--- src/rtl/cells_frame_commit_if.sv ---
// Bus between the frame commit stage and its neighbours: the engine
// handshake, the frame tick, the next-generation RAM ports and the VRAM
// write port. The commit stage uses the slave view; the driving side
// (engine, memories, display timing) uses the master view.
interface cells_frame_commit_if #(
  parameter int ADDR_WIDTH = 19,
  parameter int DATA_WIDTH = 2
);
  logic                  start_i;
  logic                  frame_tick_i;
  logic [DATA_WIDTH-1:0] ram_rd_data_i;
  logic [ADDR_WIDTH-1:0] ram_rd_address_o;
  logic [ADDR_WIDTH-1:0] ram_wr_address_o;
  logic [DATA_WIDTH-1:0] ram_wr_data_o;
  logic                  ram_wr_en_o;
  logic [ADDR_WIDTH-1:0] vram_wr_address_o;
  logic [DATA_WIDTH-1:0] vram_wr_data_o;
  logic                  vram_wr_en_o;
  logic                  ready_o;
  logic                  busy_o;

  modport master (
    output start_i,
    output frame_tick_i,
    output ram_rd_data_i,
    input  ram_rd_address_o,
    input  ram_wr_address_o,
    input  ram_wr_data_o,
    input  ram_wr_en_o,
    input  vram_wr_address_o,
    input  vram_wr_data_o,
    input  vram_wr_en_o,
    input  ready_o,
    input  busy_o
  );

  modport slave (
    input  start_i,
    input  frame_tick_i,
    input  ram_rd_data_i,
    output ram_rd_address_o,
    output ram_wr_address_o,
    output ram_wr_data_o,
    output ram_wr_en_o,
    output vram_wr_address_o,
    output vram_wr_data_o,
    output vram_wr_en_o,
    output ready_o,
    output busy_o
  );
endinterface

--- src/rtl/cells_frame_commit.sv ---
// Frame commit stage of the cell engine. After reset both memories are
// cleared. On each done pulse from the next-state engine the next-generation
// RAM is streamed into VRAM one cell per cycle (1-cycle read latency) while
// the RAM cell just read is zeroed behind the read pointer. Once a frame
// tick has been seen (during or after the pass) ready pulses once so the
// engine can compute the next generation.
module cells_frame_commit #(
  parameter int ACTIVE_COLUMNS = 640,
  parameter int ACTIVE_ROWS    = 480,
  parameter int ADDR_WIDTH     = $clog2(ACTIVE_COLUMNS * ACTIVE_ROWS),
  parameter int DATA_WIDTH     = 2
) (
  input  logic               clk_i,
  input  logic               reset_i,
  cells_frame_commit_if.slave bus
);

  localparam int                    CELL_COUNT = ACTIVE_COLUMNS * ACTIVE_ROWS;
  localparam logic [ADDR_WIDTH-1:0] LAST_ADDR  = ADDR_WIDTH'(CELL_COUNT - 1);
  localparam logic [ADDR_WIDTH-1:0] ADDR_ONE   = ADDR_WIDTH'(1);

  typedef enum logic [2:0] {
    CLEAR     = 3'd0,
    IDLE      = 3'd1,
    COPY      = 3'd2,
    DRAIN     = 3'd3,
    WAIT_TICK = 3'd4
  } state_t;

  state_t                state;
  logic [ADDR_WIDTH-1:0] addr;
  logic                  tick_pending;

  logic [ADDR_WIDTH-1:0] rd_address;
  logic [ADDR_WIDTH-1:0] wr_address;
  logic [DATA_WIDTH-1:0] vram_data;
  logic                  wr_en;
  logic                  ready;
  logic                  busy;

  // Sequencer: walks the cell counter through clear / copy and tracks ticks.
  // The counter stops at LAST_ADDR and is explicitly reloaded, never wrapped.
  always_ff @(posedge clk_i) begin
    if (reset_i) begin
      state        <= CLEAR;
      addr         <= '0;
      tick_pending <= 1'b0;
    end else begin
      case (state)
        CLEAR: begin
          if (bus.frame_tick_i) tick_pending <= 1'b1;
          if (addr == LAST_ADDR) begin
            addr  <= '0;
            state <= WAIT_TICK;
          end else begin
            addr <= addr + ADDR_ONE;
          end
        end
        IDLE: begin
          // Ticks here are dropped: no pass is running, so nothing to pace.
          // The start cycle already issues read 0; COPY continues from 1.
          if (bus.start_i) begin
            if (addr == LAST_ADDR) begin
              state <= DRAIN;
            end else begin
              addr  <= addr + ADDR_ONE;
              state <= COPY;
            end
          end
        end
        COPY: begin
          if (bus.frame_tick_i) tick_pending <= 1'b1;
          if (addr == LAST_ADDR) state <= DRAIN;
          else                   addr  <= addr + ADDR_ONE;
        end
        DRAIN: begin
          if (bus.frame_tick_i) tick_pending <= 1'b1;
          addr  <= '0;
          state <= WAIT_TICK;
        end
        WAIT_TICK: begin
          if (bus.frame_tick_i || tick_pending) begin
            tick_pending <= 1'b0;
            state        <= IDLE;
          end
        end
        default: begin
          addr         <= '0;
          tick_pending <= 1'b0;
          state        <= CLEAR;
        end
      endcase
    end
  end

  // Memory strobes and status decoded from state and counter. Writes in COPY
  // trail the read address by one so a cell is never read and written in the
  // same cycle; everything is forced low while reset is held.
  always_comb begin
    rd_address = '0;
    wr_address = '0;
    vram_data  = '0;
    wr_en      = 1'b0;
    ready      = 1'b0;
    busy       = 1'b0;
    case (state)
      CLEAR: begin
        wr_address = addr;
        wr_en      = 1'b1;
        busy       = 1'b1;
      end
      IDLE: begin
        rd_address = addr;
        // The accepted start cycle issues read 0 and counts as part of the pass.
        busy       = bus.start_i;
      end
      COPY: begin
        rd_address = addr;
        wr_address = addr - ADDR_ONE;
        vram_data  = bus.ram_rd_data_i;
        wr_en      = 1'b1;
        busy       = 1'b1;
      end
      DRAIN: begin
        wr_address = addr;
        vram_data  = bus.ram_rd_data_i;
        wr_en      = 1'b1;
        busy       = 1'b1;
      end
      WAIT_TICK: begin
        ready = bus.frame_tick_i | tick_pending;
      end
      default: begin
        wr_en = 1'b0;
      end
    endcase
    if (reset_i) begin
      rd_address = '0;
      wr_address = '0;
      vram_data  = '0;
      wr_en      = 1'b0;
      ready      = 1'b0;
      busy       = 1'b0;
    end
  end

  // Both memories share the write address and strobe; RAM is always zeroed.
  always_comb begin
    bus.ram_rd_address_o  = rd_address;
    bus.ram_wr_address_o  = wr_address;
    bus.ram_wr_data_o     = '0;
    bus.ram_wr_en_o       = wr_en;
    bus.vram_wr_address_o = wr_address;
    bus.vram_wr_data_o    = vram_data;
    bus.vram_wr_en_o      = wr_en;
    bus.ready_o           = ready;
    bus.busy_o            = busy;
  end

endmodule

--- src/flat_wrapper.sv ---
// flat-port wrapper written by rule: the top's interface ports become plain ports
module cells_frame_commit_flat 
#(
  parameter int ACTIVE_COLUMNS = 640,
  parameter int ACTIVE_ROWS    = 480,
  parameter int ADDR_WIDTH     = $clog2(ACTIVE_COLUMNS * ACTIVE_ROWS),
  parameter int DATA_WIDTH     = 2
)
  (clk_i, reset_i, bus_start_i, bus_frame_tick_i, bus_ram_rd_data_i, bus_ram_rd_address_o, bus_ram_wr_address_o, bus_ram_wr_data_o, bus_ram_wr_en_o, bus_vram_wr_address_o, bus_vram_wr_data_o, bus_vram_wr_en_o, bus_ready_o, bus_busy_o);
  cells_frame_commit_if #(.ADDR_WIDTH(ADDR_WIDTH), .DATA_WIDTH(DATA_WIDTH)) bus_i ();
  input  logic clk_i;
  input  logic reset_i;
  input wire logic [$bits(bus_i.start_i)-1:0] bus_start_i;
  input wire logic [$bits(bus_i.frame_tick_i)-1:0] bus_frame_tick_i;
  input wire logic [$bits(bus_i.ram_rd_data_i)-1:0] bus_ram_rd_data_i;
  output wire logic [$bits(bus_i.ram_rd_address_o)-1:0] bus_ram_rd_address_o;
  output wire logic [$bits(bus_i.ram_wr_address_o)-1:0] bus_ram_wr_address_o;
  output wire logic [$bits(bus_i.ram_wr_data_o)-1:0] bus_ram_wr_data_o;
  output wire logic [$bits(bus_i.ram_wr_en_o)-1:0] bus_ram_wr_en_o;
  output wire logic [$bits(bus_i.vram_wr_address_o)-1:0] bus_vram_wr_address_o;
  output wire logic [$bits(bus_i.vram_wr_data_o)-1:0] bus_vram_wr_data_o;
  output wire logic [$bits(bus_i.vram_wr_en_o)-1:0] bus_vram_wr_en_o;
  output wire logic [$bits(bus_i.ready_o)-1:0] bus_ready_o;
  output wire logic [$bits(bus_i.busy_o)-1:0] bus_busy_o;
  assign bus_i.start_i = bus_start_i;
  assign bus_i.frame_tick_i = bus_frame_tick_i;
  assign bus_i.ram_rd_data_i = bus_ram_rd_data_i;
  assign bus_ram_rd_address_o = bus_i.ram_rd_address_o;
  assign bus_ram_wr_address_o = bus_i.ram_wr_address_o;
  assign bus_ram_wr_data_o = bus_i.ram_wr_data_o;
  assign bus_ram_wr_en_o = bus_i.ram_wr_en_o;
  assign bus_vram_wr_address_o = bus_i.vram_wr_address_o;
  assign bus_vram_wr_data_o = bus_i.vram_wr_data_o;
  assign bus_vram_wr_en_o = bus_i.vram_wr_en_o;
  assign bus_ready_o = bus_i.ready_o;
  assign bus_busy_o = bus_i.busy_o;
  cells_frame_commit #(.ACTIVE_COLUMNS(ACTIVE_COLUMNS), .ACTIVE_ROWS(ACTIVE_ROWS), .ADDR_WIDTH(ADDR_WIDTH), .DATA_WIDTH(DATA_WIDTH)) u_core (.clk_i(clk_i), .reset_i(reset_i), .bus(bus_i));
endmodule
--- config.mk ---
export PLATFORM = sky130hd
export DESIGN_NAME = cells_frame_commit_flat
export DESIGN_NICKNAME = d
export VERILOG_FILES = /design/src/rtl/cells_frame_commit_if.sv /design/src/rtl/cells_frame_commit.sv /design/src/flat_wrapper.sv
export SDC_FILE = /design/constraint.sdc
export NUM_CORES = 1
export LEC_CHECK = 0
export CAP_MARGIN = 30
export CORE_MARGIN = 1
export CORE_UTILIZATION = 48
export DETAILED_ROUTE_END_ITERATION = 10
export GPL_TIMING_DRIVEN = 0
export PLACE_DENSITY_LB_ADDON = 0.05
export SLEW_MARGIN = 25
export SYNTH_ARGS = -nofsm -noshare
export SYNTH_HDL_FRONTEND = slang
export SYNTH_SLANG_ARGS = --single-unit
--- constraint.sdc ---
create_clock -name clk_i -period 2.75 [get_ports clk_i]
set_input_delay 0.6875 -clock clk_i [delete_from_list [all_inputs] [get_ports clk_i]]
set_output_delay 0.6875 -clock clk_i [all_outputs]
set_load 0.01 [all_outputs]
# Yosys cells after proc, flatten, opt, wreduce, memory -nomap -nowiden
# Index checks and enable logic that the tools add are counted.
[totals]
mem_count = 0
register_bits = 23
romBits = 0
ram_bits = 0
wordCells = 52
in_bits = 6
out_inout_bits = 65
latch_bits = 0
[op_classes]
n_addsub = 2
n_eq_ne = 10
n_div = 0
reduce_logical = 9
n_bitwise = 3
n_lt_le_gt_ge = 0
muxes = 25
shift = 0
multipliers = 0
[ops]
columns = ["cell", "n"]
rows = [
  ["2-to-1 mux 19 bit", 6],
  ["case mux 19 bit (4 select lines)", 1],
  ["case mux 19 bit (2 select lines)", 1],
  ["adder 19 x 1 -> 19 bit (second input constant)", 1],
  ["== test 19 bit (second input constant)", 1],
  ["subtractor 19 x 1 -> 19 bit (second input constant)", 1],
  ["case mux 3 bit (5 select lines)", 1],
  ["2-to-1 mux 3 bit", 4],
  ["2-to-1 mux 1 bit", 8],
  ["inequality test 2 x 1 -> 1 bit (second input constant)", 4],
  ["== test 3 x 2 -> 1 bit (second input constant)", 2],
  ["OR reduction 2 bit", 3],
  ["2-to-1 mux 2 bit", 2],
  ["AND reduction 4 bit", 1],
  ["== test 3 x 1 -> 1 bit (second input constant)", 1],
  ["== test 3 bit (second input constant)", 1],
  ["zero test 3 bit", 1],
  ["case mux 1 bit (3 select lines)", 1],
  ["AND reduction 3 bit", 1],
  ["OR reduction 3 bit", 1],
  ["inequality test 2 bit (second input constant)", 1],
  ["NOT 1 bit", 2],
  ["case mux 1 bit (2 select lines)", 1],
  ["AND reduction 2 bit", 1],
  ["other kinds (2)", 2],
]

# Depth between registers and ports, before layout
[depth]
word_depth = 4
mapped_depth = 8
depth_no_buf = 6

# Worst setup path before layout
# OpenSTA, ideal clock, no wires.
[synth_path]
kind = "reg2out"
from = "register u_core.addr[12]"
to = "output bus_vram_wr_address_o[17]"
arrival_ns = 2.022
slack_ns = 0.041
n_path_buf = 2
stages_incl_launch_ff = 8
t_required_ns = 2.062
path_cell_list = "dfxtp_1 -> clkbuf_1 -> or3_1 -> or2_2 -> nor4b_1 -> xnor2_1 -> o21ai_0 -> buf_4"
[synth_via]
elab_chain_cells = 3
[synth_rtl]
columns = ["element", "line_no", "text"]
rows = [
  ["from (decl)", "cells_frame_commit.sv:31", "logic [ADDR_WIDTH-1:0] addr;"],
  ["from (signal assigned)", "cells_frame_commit.sv:56", "addr <= addr + ADDR_ONE;"],
  ["from (signal assigned)", "cells_frame_commit.sv:66", "addr <= addr + ADDR_ONE;"],
  ["from (signal assigned)", "cells_frame_commit.sv:74", "else addr <= addr + ADDR_ONE;"],
  ["subtractor 19 x 1 -> 19 bit", "cells_frame_commit.sv:119", "wr_address = addr - ADDR_ONE;"],
  ["case mux 19 bit (2 select lines)", "cells_frame_commit.sv:106", "case (state)"],
  ["2-to-1 mux 19 bit", "cells_frame_commit.sv:137", "if (reset_i) begin"],
  ["to (decl)", "flat_wrapper.sv:20", "output wire logic [$bits(bus_i.vram_wr_address_o)-1:0] bus_vram_wr_address_o;"],
]
# No other way between the ends.

# Worst setup path in the final report
[layout_path]
from = "register u_core.addr[8]"
to = "output bus_vram_wr_address_o[18]"
# Same word-level chain as after synthesis.

==> flow_summary.json <==
{
  "antenna_cells": 0,
  "ios": 71,
  "grt.overflow.total": 0,
  "synth.yosys.seq_area_share": 0.201,
  "intPower_w": 0.000530,
  "remaining_drc_errors": 6,
  "die_y_um": 71.1,
  "hp-class": "register to register",
  "synthCells": 321,
  "setup_viol": 8,
  "whs_path_depth": 2,
  "worstSetupEndpointType": "primary output",
  "leakagePower_nw": 1.77,
  "gp_congestion": 0.927,
  "netlist_area_um2": 2290,
  "critPathArrivalTime_ns": 2.14,
  "crit_chain": "nor4_4 > nand4_1 > buf_6 > nor3_4 > buf_4 > a31oi_1 > a31oi_1 > buf_4 > buf_6",
  "synth_edf_count": 0,
  "ctsRootBufferMaster": "clkbuf_8",
  "cts_tree": "built",
  "rr_startpoint": "u_core.addr[18]",
  "r2r_end": "u_core.addr[13]",
  "viasPerCell": 6.39,
  "critPathLaunch": "u_core.addr[8]",
  "ys.warnings.count": 0,
  "rsz0062_at_grt": "yes",
  "slowest_delay_ns": 0.38,
  "cp_num_buf_inv": 4,
  "grt_pass1_vias": 2755,
  "area_delta_synth_final_pct": 62.6,
  "cpMaxStageDelayCell": "nor4_4",
  "cp-start-kind": "register",
  "core_area_um2": 4470,
  "p_sw_frac": 0.318,
  "cts_made_buffers": 3,
  "clock_sinks": 23,
  "place_hpwl_um": 5080,
  "drt_iter0_markers": 223,
  "clockPowerShare": 0.296,
  "slew_headroom": 0.437,
  "async_flop_share": 0,
  "place.port_buffers": 68,
  "place_ws_ns": -1.20,
  "clock_latency_ns": 0.27,
  "fin_util": 0.833,
  "violations": "DRC, setup timing",
  "n_fill_cell": 287,
  "cts_htree_levels": 1,
  "fmaxAchievable_mhz": 353,
  "min_period_ns": 2.83,
  "seqPwrFrac": 0.435,
  "finalNonFillerCells": 471,
  "grt_pass1_wl_um": 13300,
  "cp.depth": 9,
  "ys_types": 57,
  "reg2reg_depth": 5,
  "drive_gt1_frac": 0.399,
  "met3_usage": 0.0413,
  "final.period_utilization": 1.03,
  "hold_viol": 0,
  "power_frac_comb": 0.268,
  "ant_nets": 0,
  "fin_skew_ns": 0.00420,
  "cts_max_path_buffers": 2,
  "critPathRequiredTime_ns": 2.06,
  "grt_max_degree": 13,
  "use_met1": 0.420,
  "ys_seq_elements": 23,
  "syn_area_per_cell_um2": 7.14,
  "worstSetupEndpoint": "bus_vram_wr_address_o[18]",
  "crit_family": "simple AND/OR/NAND/NOR gates",
  "firstDrtPassIters": 8,
  "vias": 3010,
  "ys.flop_type": "dfxtp_1",
  "row_count": 24,
  "power_density_nw_per_um2": 208,
  "nets": 428,
  "fin_ws_ns": -0.0793,
  "final_area_um2": 3730,
  "r2r_slack_ns": 0.24,
  "top_usage_layer": "met2",
  "initial_core_util": 0.512,
  "met2_usage": 0.566,
  "worstMarginPinSlew_ns": 0.837,
  "switchingPower_w": 0.000247,
  "worstSetupPathType": "register to primary output",
  "place_inst": 442,
  "antenna_found_initial": 0,
  "postCtsHoldBufs": 0,
  "die_w_um": 71.1,
  "slew_viol_final": 0,
  "track_usage": 0.333,
  "post_drt_wl_per_cell_um": 19.1,
  "drv_cap": 0,
  "cp_max_fo": 3,
  "status": "finished, violations left",
  "vdd.ir_drop.worst_mv": 0.169,
  "p_total_w": 0.000777,
  "wl_um": 9010,
  "placed_area_um2": 3040,
  "dieArea_um2": 5060,
  "cts.clk_slew.worst_paths_ns": 0.10
}
[routing by layer]
layer,vias up,part of all wire
met3,48,0.094
met4,0,0.042
met2,207,0.48
li1,1316,-
met5,-,0
met1,1439,0.39
[cell usage after synthesis (3+ instances only)]
cell type | count | share of area
inv_1 | 12 | 0.020
a21oi_1 | 17 | 0.037
buf_4 | 22 | 0.072
buf_2 | 3 | 0.0065
a31oi_1 | 4 | 0.011
clkbuf_1 | 16 | 0.026
nor3_1 | 10 | 0.022
nor2b_1 | 4 | 0.011
nand4_1 | 8 | 0.022
o31ai_1 | 3 | 0.0098
o21ai_0 | 13 | 0.028
and3_1 | 26 | 0.071
o211ai_1 | 5 | 0.016
nand2_1 | 19 | 0.031
nand3_1 | 7 | 0.015
nor4_1 | 6 | 0.016
dfxtp_1 | 23 | 0.20
xor2_1 | 9 | 0.034
a311oi_1 | 4 | 0.015
or2_2 | 3 | 0.0082
nor2_1 | 35 | 0.057
nor2_2 | 10 | 0.027
nand2b_1 | 9 | 0.025
or3_1 | 6 | 0.016
a211oi_1 | 4 | 0.013
xnor2_1 | 9 | 0.034
[sequential cells by signal, indices dropped and copies added (netlist names)]
signal,cells
u_core.addr,19
u_core.tick_pending,1
u_core.state,3
[kinds of logic after synthesis]
| family | after synthesis | share of synthesized area |
|---|---|---|
| adders and majority gates | 3 | 0.0153 |
| and+or+nand+nor | 154 | 0.371 |
| xor gates and xnor gates | 18 | 0.0688 |
| AOI/OAI and AO/OA | 65 | 0.199 |
| buffers and inverters | 56 | 0.140 |
| other | 1 | 0.00164 |
| muxes | 1 | 0.00437 |
| DFF | 23 | 0.201 |
[how the worst min path moves through the flow]
stage	from	to	slack, ns
final	u_core.tick_pending	u_core.tick_pending	0.50
after global routing	u_core.tick_pending	u_core.tick_pending	0.56
after CTS	u_core.tick_pending	u_core.tick_pending	0.50
after detailed placement	u_core.tick_pending	u_core.tick_pending	0.48
after global placement	u_core.tick_pending	u_core.tick_pending	0.45
after floorplan	u_core.tick_pending	u_core.tick_pending	0.44
[through the flow]
stage / hold slack, ns / setup TNS, ns
2_1_floorplan: 0.437 / 0
3_5_place_dp: 0.479 / -48.45
4_1_cts: 0.501 / -0.519
6_report: 0.495 / -0.348
3_3_place_gp: 0.452 / -47.95
5_1_grt: 0.563 / -1.44
[power groups by stage]
stage	sequential [W]	combinational [W]	clock [W]
2_1_floorplan	0.000350	0.0000816	0
3_3_place_gp	0.000353	0.000125	0
3_5_place_dp	0.000353	0.000127	0
4_1_cts	0.000339	0.000182	0.000226
5_1_grt	0.000339	0.000219	0.000244
6_report	0.000338	0.000208	0.000230
[cell usage in the layout (no fill, tap or decap), types with 8 or more instances in the layout]
cell             synthesis  routed
buf_4                   22      56
and3_1                  26      25
nor2_1                  35      23
clkdlybuf4s50_1          0      21
dlygate4sd2_1            0      19
nor2_2                  10      17
nand2_1                 19      16
a21oi_1                 17      14
dlymetal6s2s_1           0      12
dfxtp_4                  0      11
inv_1                   12      10
o21ai_0                 13      10
buf_6                    1      10
xnor2_1                  9       9
nand4_1                  8       8
xor2_1                   9       8
[layout make-up]
type | instances | area [um^2] | area share
buffer | 35 | 312 | 0.0836
inverter | 12 | 45.0 | 0.0121
sequential | 23 | 508 | 0.136
multi-input combinational | 243 | 1830 | 0.490
clock buffer | 4 | 45.0 | 0.0121
timing repair buffer | 102 | 925 | 0.248
tap | 52 | 65.1 | 0.0175
[worst reg2reg max path, stage by stage, from the launching register on]
cell	delay, ns
dfxtp_1	0.46
nor4bb_1	0.43
nand4b_1	0.45
o21ai_0	0.69
o21ai_0	0.26
a21oi_1	0.16
[what timing repair did]
action,in CTS,in global routing
buffers inserted,23,12
gates resized for setup,170,47
hold endpoints to repair,0,0
setup endpoints to repair,63,41
pin swaps,23,23
No activity file was read; power rests on OpenSTA's default activity.
